--- src/rtl/withdraw.sv ---
// withdraw: ATM withdrawal controller.
// Checks a requested note count against the balance and the per-transaction
// limit, then dispenses notes one at a time over a req/ack handshake and
// pulses count_down once per dispensed note.
// Optional feature macro: WD_DAILY_LIMIT_EN adds a cumulative daily note limit
// that is cleared by day_clr.
module withdraw #(
    parameter int AMT_W       = 8,
    parameter int BAL_W       = 16,
    parameter int MAX_NOTES   = 40,
    parameter int TIMEOUT     = 1000,
    parameter int DAILY_LIMIT = 100
) (
    input  logic             clk,
    input  logic             res,
    input  logic             wd_en,
    input  logic [AMT_W-1:0] amount,
    input  logic [BAL_W-1:0] balance,
    input  logic             disp_ack,
    input  logic             day_clr,
    output logic             disp_req,
    output logic             count_down,
    output logic             busy,
    output logic             done,
    output logic             deny,
    output logic             fault
);

    localparam int TMR_W = (TIMEOUT > 1) ? $clog2(TIMEOUT + 1) : 1;
    localparam int CMP_W = ((AMT_W > BAL_W) ? AMT_W : BAL_W) + 1;

    localparam logic [TMR_W-1:0] TMR_LAST  = TMR_W'(TIMEOUT - 1);
    localparam logic [CMP_W-1:0] MAX_EXT   = CMP_W'(MAX_NOTES);
    localparam logic [AMT_W-1:0] REM_ONE   = AMT_W'(1);

    typedef enum logic [2:0] {
        S_IDLE,
        S_CHECK,
        S_DISP,
        S_NEXT,
        S_DONE,
        S_DENY,
        S_FAULT
    } state_t;

    state_t           state_q, state_d;
    logic [AMT_W-1:0] rem_q, rem_d;
    logic [TMR_W-1:0] timer_q, timer_d;
    logic             prev_q, prev_d;

    logic             start_req;
    logic             deny_cond;
    logic             daily_deny;

    logic [CMP_W-1:0] rem_ext;
    logic [CMP_W-1:0] bal_ext;

    assign rem_ext   = CMP_W'(rem_q);
    assign bal_ext   = CMP_W'(balance);
    assign start_req = wd_en & ~prev_q;
    assign prev_d    = wd_en;

`ifdef WD_DAILY_LIMIT_EN
    localparam int DAY_W = 16;
    localparam int SUM_W = ((DAY_W > AMT_W) ? DAY_W : AMT_W) + 1;
    localparam logic [SUM_W-1:0] DAY_LIM = SUM_W'(DAILY_LIMIT);

    logic [DAY_W-1:0] daily_total_q, daily_total_d;
    logic [SUM_W-1:0] daily_sum;

    assign daily_sum  = SUM_W'(daily_total_q) + SUM_W'(rem_q);
    assign daily_deny = (daily_sum > DAY_LIM);

    // Daily total counts dispensed notes, saturates, and day_clr overrides an increment
    always_comb begin
        daily_total_d = daily_total_q;
        if (day_clr) begin
            daily_total_d = '0;
        end else if ((state_q == S_NEXT) && (daily_total_q != {DAY_W{1'b1}})) begin
            daily_total_d = daily_total_q + DAY_W'(1);
        end
    end

    // Daily total register
    always_ff @(posedge clk or negedge res) begin
        if (!res) begin
            daily_total_q <= '0;
        end else begin
            daily_total_q <= daily_total_d;
        end
    end
`else
    localparam logic [31:0] DAILY_LIMIT_U = DAILY_LIMIT;
    logic unused_daily;

    assign unused_daily = ^{day_clr, DAILY_LIMIT_U};
    assign daily_deny   = 1'b0;
`endif

    assign deny_cond = (rem_q == '0) || (rem_ext > bal_ext) || (rem_ext > MAX_EXT) || daily_deny;

    // State and datapath registers; prev resets high so a held wd_en is not an edge
    always_ff @(posedge clk or negedge res) begin
        if (!res) begin
            state_q <= S_IDLE;
            rem_q   <= '0;
            timer_q <= '0;
            prev_q  <= 1'b1;
        end else begin
            state_q <= state_d;
            rem_q   <= rem_d;
            timer_q <= timer_d;
            prev_q  <= prev_d;
        end
    end

    // Next-state logic and per-state updates of remaining notes and ack timer
    always_comb begin
        state_d = state_q;
        rem_d   = rem_q;
        timer_d = timer_q;
        case (state_q)
            S_IDLE: begin
                if (start_req) begin
                    rem_d   = amount;
                    state_d = S_CHECK;
                end
            end
            S_CHECK: begin
                if (deny_cond) begin
                    state_d = S_DENY;
                end else begin
                    timer_d = '0;
                    state_d = S_DISP;
                end
            end
            S_DISP: begin
                if (disp_ack) begin
                    state_d = S_NEXT;
                end else if (timer_q == TMR_LAST) begin
                    state_d = S_FAULT;
                end else begin
                    timer_d = timer_q + TMR_W'(1);
                end
            end
            S_NEXT: begin
                rem_d   = rem_q - REM_ONE;
                timer_d = '0;
                state_d = (rem_q == REM_ONE) ? S_DONE : S_DISP;
            end
            S_DONE: begin
                state_d = S_IDLE;
            end
            S_DENY: begin
                state_d = S_IDLE;
            end
            S_FAULT: begin
                rem_d   = '0;
                state_d = S_IDLE;
            end
            default: begin
                state_d = S_IDLE;
            end
        endcase
    end

    // Outputs decoded purely from the registered state
    always_comb begin
        disp_req   = 1'b0;
        count_down = 1'b0;
        done       = 1'b0;
        deny       = 1'b0;
        fault      = 1'b0;
        busy       = (state_q != S_IDLE);
        case (state_q)
            S_DISP:  disp_req   = 1'b1;
            S_NEXT:  count_down = 1'b1;
            S_DONE:  done       = 1'b1;
            S_DENY:  deny       = 1'b1;
            S_FAULT: fault      = 1'b1;
            default: ;
        endcase
    end

endmodule

--- config.mk ---
export PLATFORM = sky130hd
export DESIGN_NAME = withdraw
export DESIGN_NICKNAME = d
export VERILOG_FILES = /design/src/rtl/withdraw.sv
export SDC_FILE = /design/constraint.sdc
export NUM_CORES = 1
export LEC_CHECK = 0
export ABC_CLOCK_PERIOD_IN_PS = 2100
export CAP_MARGIN = 20
export CORE_ASPECT_RATIO = 1.5
export CORE_MARGIN = 2
export CORE_UTILIZATION = 47
export CTS_BUF_LIST = sky130_fd_sc_hd__clkbuf_4
export CTS_CLUSTER_SIZE = 30
export DETAILED_ROUTE_END_ITERATION = 12
export GPL_TIMING_DRIVEN = 0
export PLACE_DENSITY = 0.76
export REMOVE_ABC_BUFFERS = 1
export SLEW_MARGIN = 20
export SYNTH_ARGS = -nofsm -noshare
export SYNTH_HDL_FRONTEND = slang
export SYNTH_SLANG_ARGS = --single-unit
--- constraint.sdc ---
create_clock -name clk -period 2.1 [get_ports clk]
set_input_delay 0.315 -clock clk [delete_from_list [all_inputs] [get_ports clk]]
set_output_delay 0.315 -clock clk [all_outputs]
set_load 0.01 [all_outputs]
==> results.sh <==
export IMPL_dieArea_sq_um=3900
export IMPL_cts_sinks=22
export IMPL_multi_input_area_sq_um=1040
export IMPL_io_buffers=33
export IMPL_p_leak_uw=0.000982
export IMPL_clkTransAtPathRegs_ps=130
export IMPL_max_freq_mhz=472
export IMPL_dpl_hpwl_microns=3030
export IMPL_final_cells=281
export IMPL_dieHeight_microns=75.5
export IMPL_antenna_left=0
export IMPL_first_iter_violations=44
export IMPL_slew_headroom=0.516
export IMPL_cp_start_kind="flop"
export IMPL_powerDensity_nw_per_um2=1270
export IMPL_finalCritPeriodShare=1.01
export IMPL_core_sq_um=3320
export IMPL_worstPathCellList="ha_4 > nand4_1 > o211ai_1 > a21oi_1 > a221o_2 > o22ai_4 > o221ai_1"
export IMPL_seq_area_sq_um=558
export IMPL_fin_ws_ps=-17.6
export IMPL_via_per_inst=5.90
export IMPL_route_detailed_drc=0
export IMPL_hp_start="wd_en"
export IMPL_root_buffer="clkbuf_4"
export IMPL_worstPathArrival_ps=2320
export IMPL_ys_flop_type="dfrtp_1"
export IMPL_totalWireLength_microns=4330
export IMPL_die_w_microns=51.6
export IMPL_postSynth_asyncResetShare=1.00
export IMPL_ctsLongestPathBuffers=2
export IMPL_nets=281
export IMPL_yosysSeqAreaShare=0.345
export IMPL_synthesis_instances=193
export IMPL_worstSetupPathType="flop to flop"
export IMPL_pin_count=35
export IMPL_synth_most_common_cell="inv_1"
export IMPL_dpl_cell_count=261
export IMPL_netlist_top_cells_count="inv_1, dfrtp_1, o21ai_0, a21oi_1"
export IMPL_combPwrFrac=0.637
export IMPL_slowest_stage="dfrtp_1"
export IMPL_grt_util_all_layers=0.234
export IMPL_critPathBufInv=0
export IMPL_skew_ps=3.86
export IMPL_synth_area_leaders="dfrtp_1, ha_1, o21ai_0"
export IMPL_rsz0062_at_grt="true"
export IMPL_finish_utilization=0.667
export IMPL_std_cell_rows=26
export IMPL_critPathTopFamily="compound AO/OA/AOI/OAI gates"
export IMPL_seq_power_share=0.284
export IMPL_cp_required_ps=2300
export IMPL_netlist_area_sq_um=1600
export IMPL_insertion_delay_ps=310
export IMPL_hold_viol=0
export IMPL_critPathCaptureType="flop"
export IMPL_slew_violations=0
export IMPL_grt_pass1_wl_microns=6910
export IMPL_n_fill_cell=298
export IMPL_first_pass_iters=4
export IMPL_synth_warning_count=0
export IMPL_ys_seq_elements=22
export IMPL_final_layout_size_suffix_gt1_frac=0.213
export IMPL_worstPathMaxFanout=5
export IMPL_setup_viol=1
export IMPL_yosys_area_top_type="dfrtp_1"
export IMPL_clkPwrFrac=0.079
export IMPL_p_sw_frac=0.477
export IMPL_ir_drop_mv=0.733
export IMPL_critPathMaxStageDelay_ps=480
export IMPL_h_tree_depth=1
export IMPL_status="finished, violations left"
export IMPL_power_switching_uw=1340
export IMPL_tightest_slew_ps=723
export IMPL_wl_per_cell_microns=15.4
export IMPL_cts_inserted_buffers=3
export IMPL_violations="setup timing"
export IMPL_avgSynthCellArea_sq_um=8.29
export IMPL_syn2layout_area_growth_pct=38.2
export IMPL_gp_congestion=0.885
export IMPL_start_util=0.482
export IMPL_grt_pass1_vias=1632
export IMPL_p_int_uw=1470
export IMPL_cp_startpoint="rem_q[6]"
export IMPL_timing_rr_start="rem_q[6]"
export IMPL_period_minus_slack_ps=2120
export IMPL_placed_cell_area_sq_um=1950
export IMPL_synth_distinct_cells=37
export IMPL_hold_class="input port to flop"
export IMPL_antenna_found_initial=0
export IMPL_cts_tree="yes"
export IMPL_final_area_sq_um=2210
export IMPL_synth_edf_count=0
export IMPL_diodes=0
export IMPL_overflow=0
export IMPL_netlist_area_leader_share=0.328
export IMPL_vias=1657
export IMPL_grt_start_max_net_pins=23
export IMPL_drv_cap=0
[final cells by class]
type                            count  area share
Inverter                           23      0.0390
Timing Repair Buffer               48       0.201
Clock buffer                        4      0.0136
Sequential cell                    22       0.252
Multi-Input combinational cell    142       0.471
Tap cell                           42      0.0238
[state kept, by name, summed over array words and instances, names as in the netlist]
register,count
rem_q,8
state_q,3
timer_q,10
prev_q,1
[worst paths after layout]
kind	to	slack (ps)	depth (start not counted)
max	timer_q[2]	-20	7
max in group asynchronous	rem_q[3]	1230	2
max reg2reg	timer_q[2]	-20	7
min reg2reg	timer_q[9]	500	1
min	prev_q	420	1
min in group asynchronous	timer_q[2]	490	2
[cell families after synthesis]
logic type	after synthesis	share of synthesized area
and+or+nand+nor	62	0.218
DFF	22	0.345
buffers and inverters	30	0.0751
AOI/OAI and AO/OA	67	0.268
adders and majority gates	12	0.0938
[power groups by stage]
stage                     sequential [uW]  clock (uW)  combinational, uW
after floorplan                       777           0                923
after global placement                848           0               1280
after detailed placement              854           0               1310
after CTS                             800         224               1670
after global routing                  820         238               1980
final                                 798         221               1790
[what timing repair did]
| action | CTS | global route |
|---|---|---|
| hold buffers | 0 | 1 |
| gates cloned | 1 | 0 |
| gates resized for setup | 22 | 14 |
| endpoints found under the setup margin | 21 | 19 |
| buffers inserted | 9 | 5 |
| hold endpoints to repair | 0 | 21 |
| pin swaps | 13 | 10 |
[routing by layer]
metal  part of all wire  vias up  GRT usage
li1                   -      808          -
met1               0.39      789      0.251
met2               0.57       52      0.449
met3              0.028        8     0.0196
met4              0.016        0      0.120
met5                  0        -          0
[through the flow]
stage          hold slack (ps)  worst slack (ps)  setup TNS (ps)  total power [uW]
6_report                   420             -17.6           -17.6              2810
5_1_grt                    433              -149           -1140              3040
4_1_cts                    422             -29.4           -35.5              2690
3_5_place_dp               484              -510           -6580              2170
3_3_place_gp               475              -484           -5750              2120
2_1_floorplan             19.4               170               0              1700
[cell usage in the layout (no fill, tap or decap), types with 2 or more instances in the layout]
cell type	count
and3_1	4
inv_1	17
or3_1	2
nand3_1	8
a41oi_1	2
nor3_1	4
a31oi_1	10
nor4_1	4
ha_4	5
nor3b_1	3
o31ai_1	2
or2_2	3
a21oi_1	14
a211oi_1	4
inv_2	6
dfrtp_1	16
nor4_4	2
nand2_1	11
nand2b_1	2
nor2_1	12
o211ai_1	2
buf_4	14
ha_1	7
clkbuf_4	4
dfrtp_2	5
a21oi_2	2
o21ai_0	17
dlygate4sd2_1	5
nand4_1	4
dlymetal6s2s_1	4
clkdlybuf4s50_1	23
No activity file was read; power rests on OpenSTA's default activity.
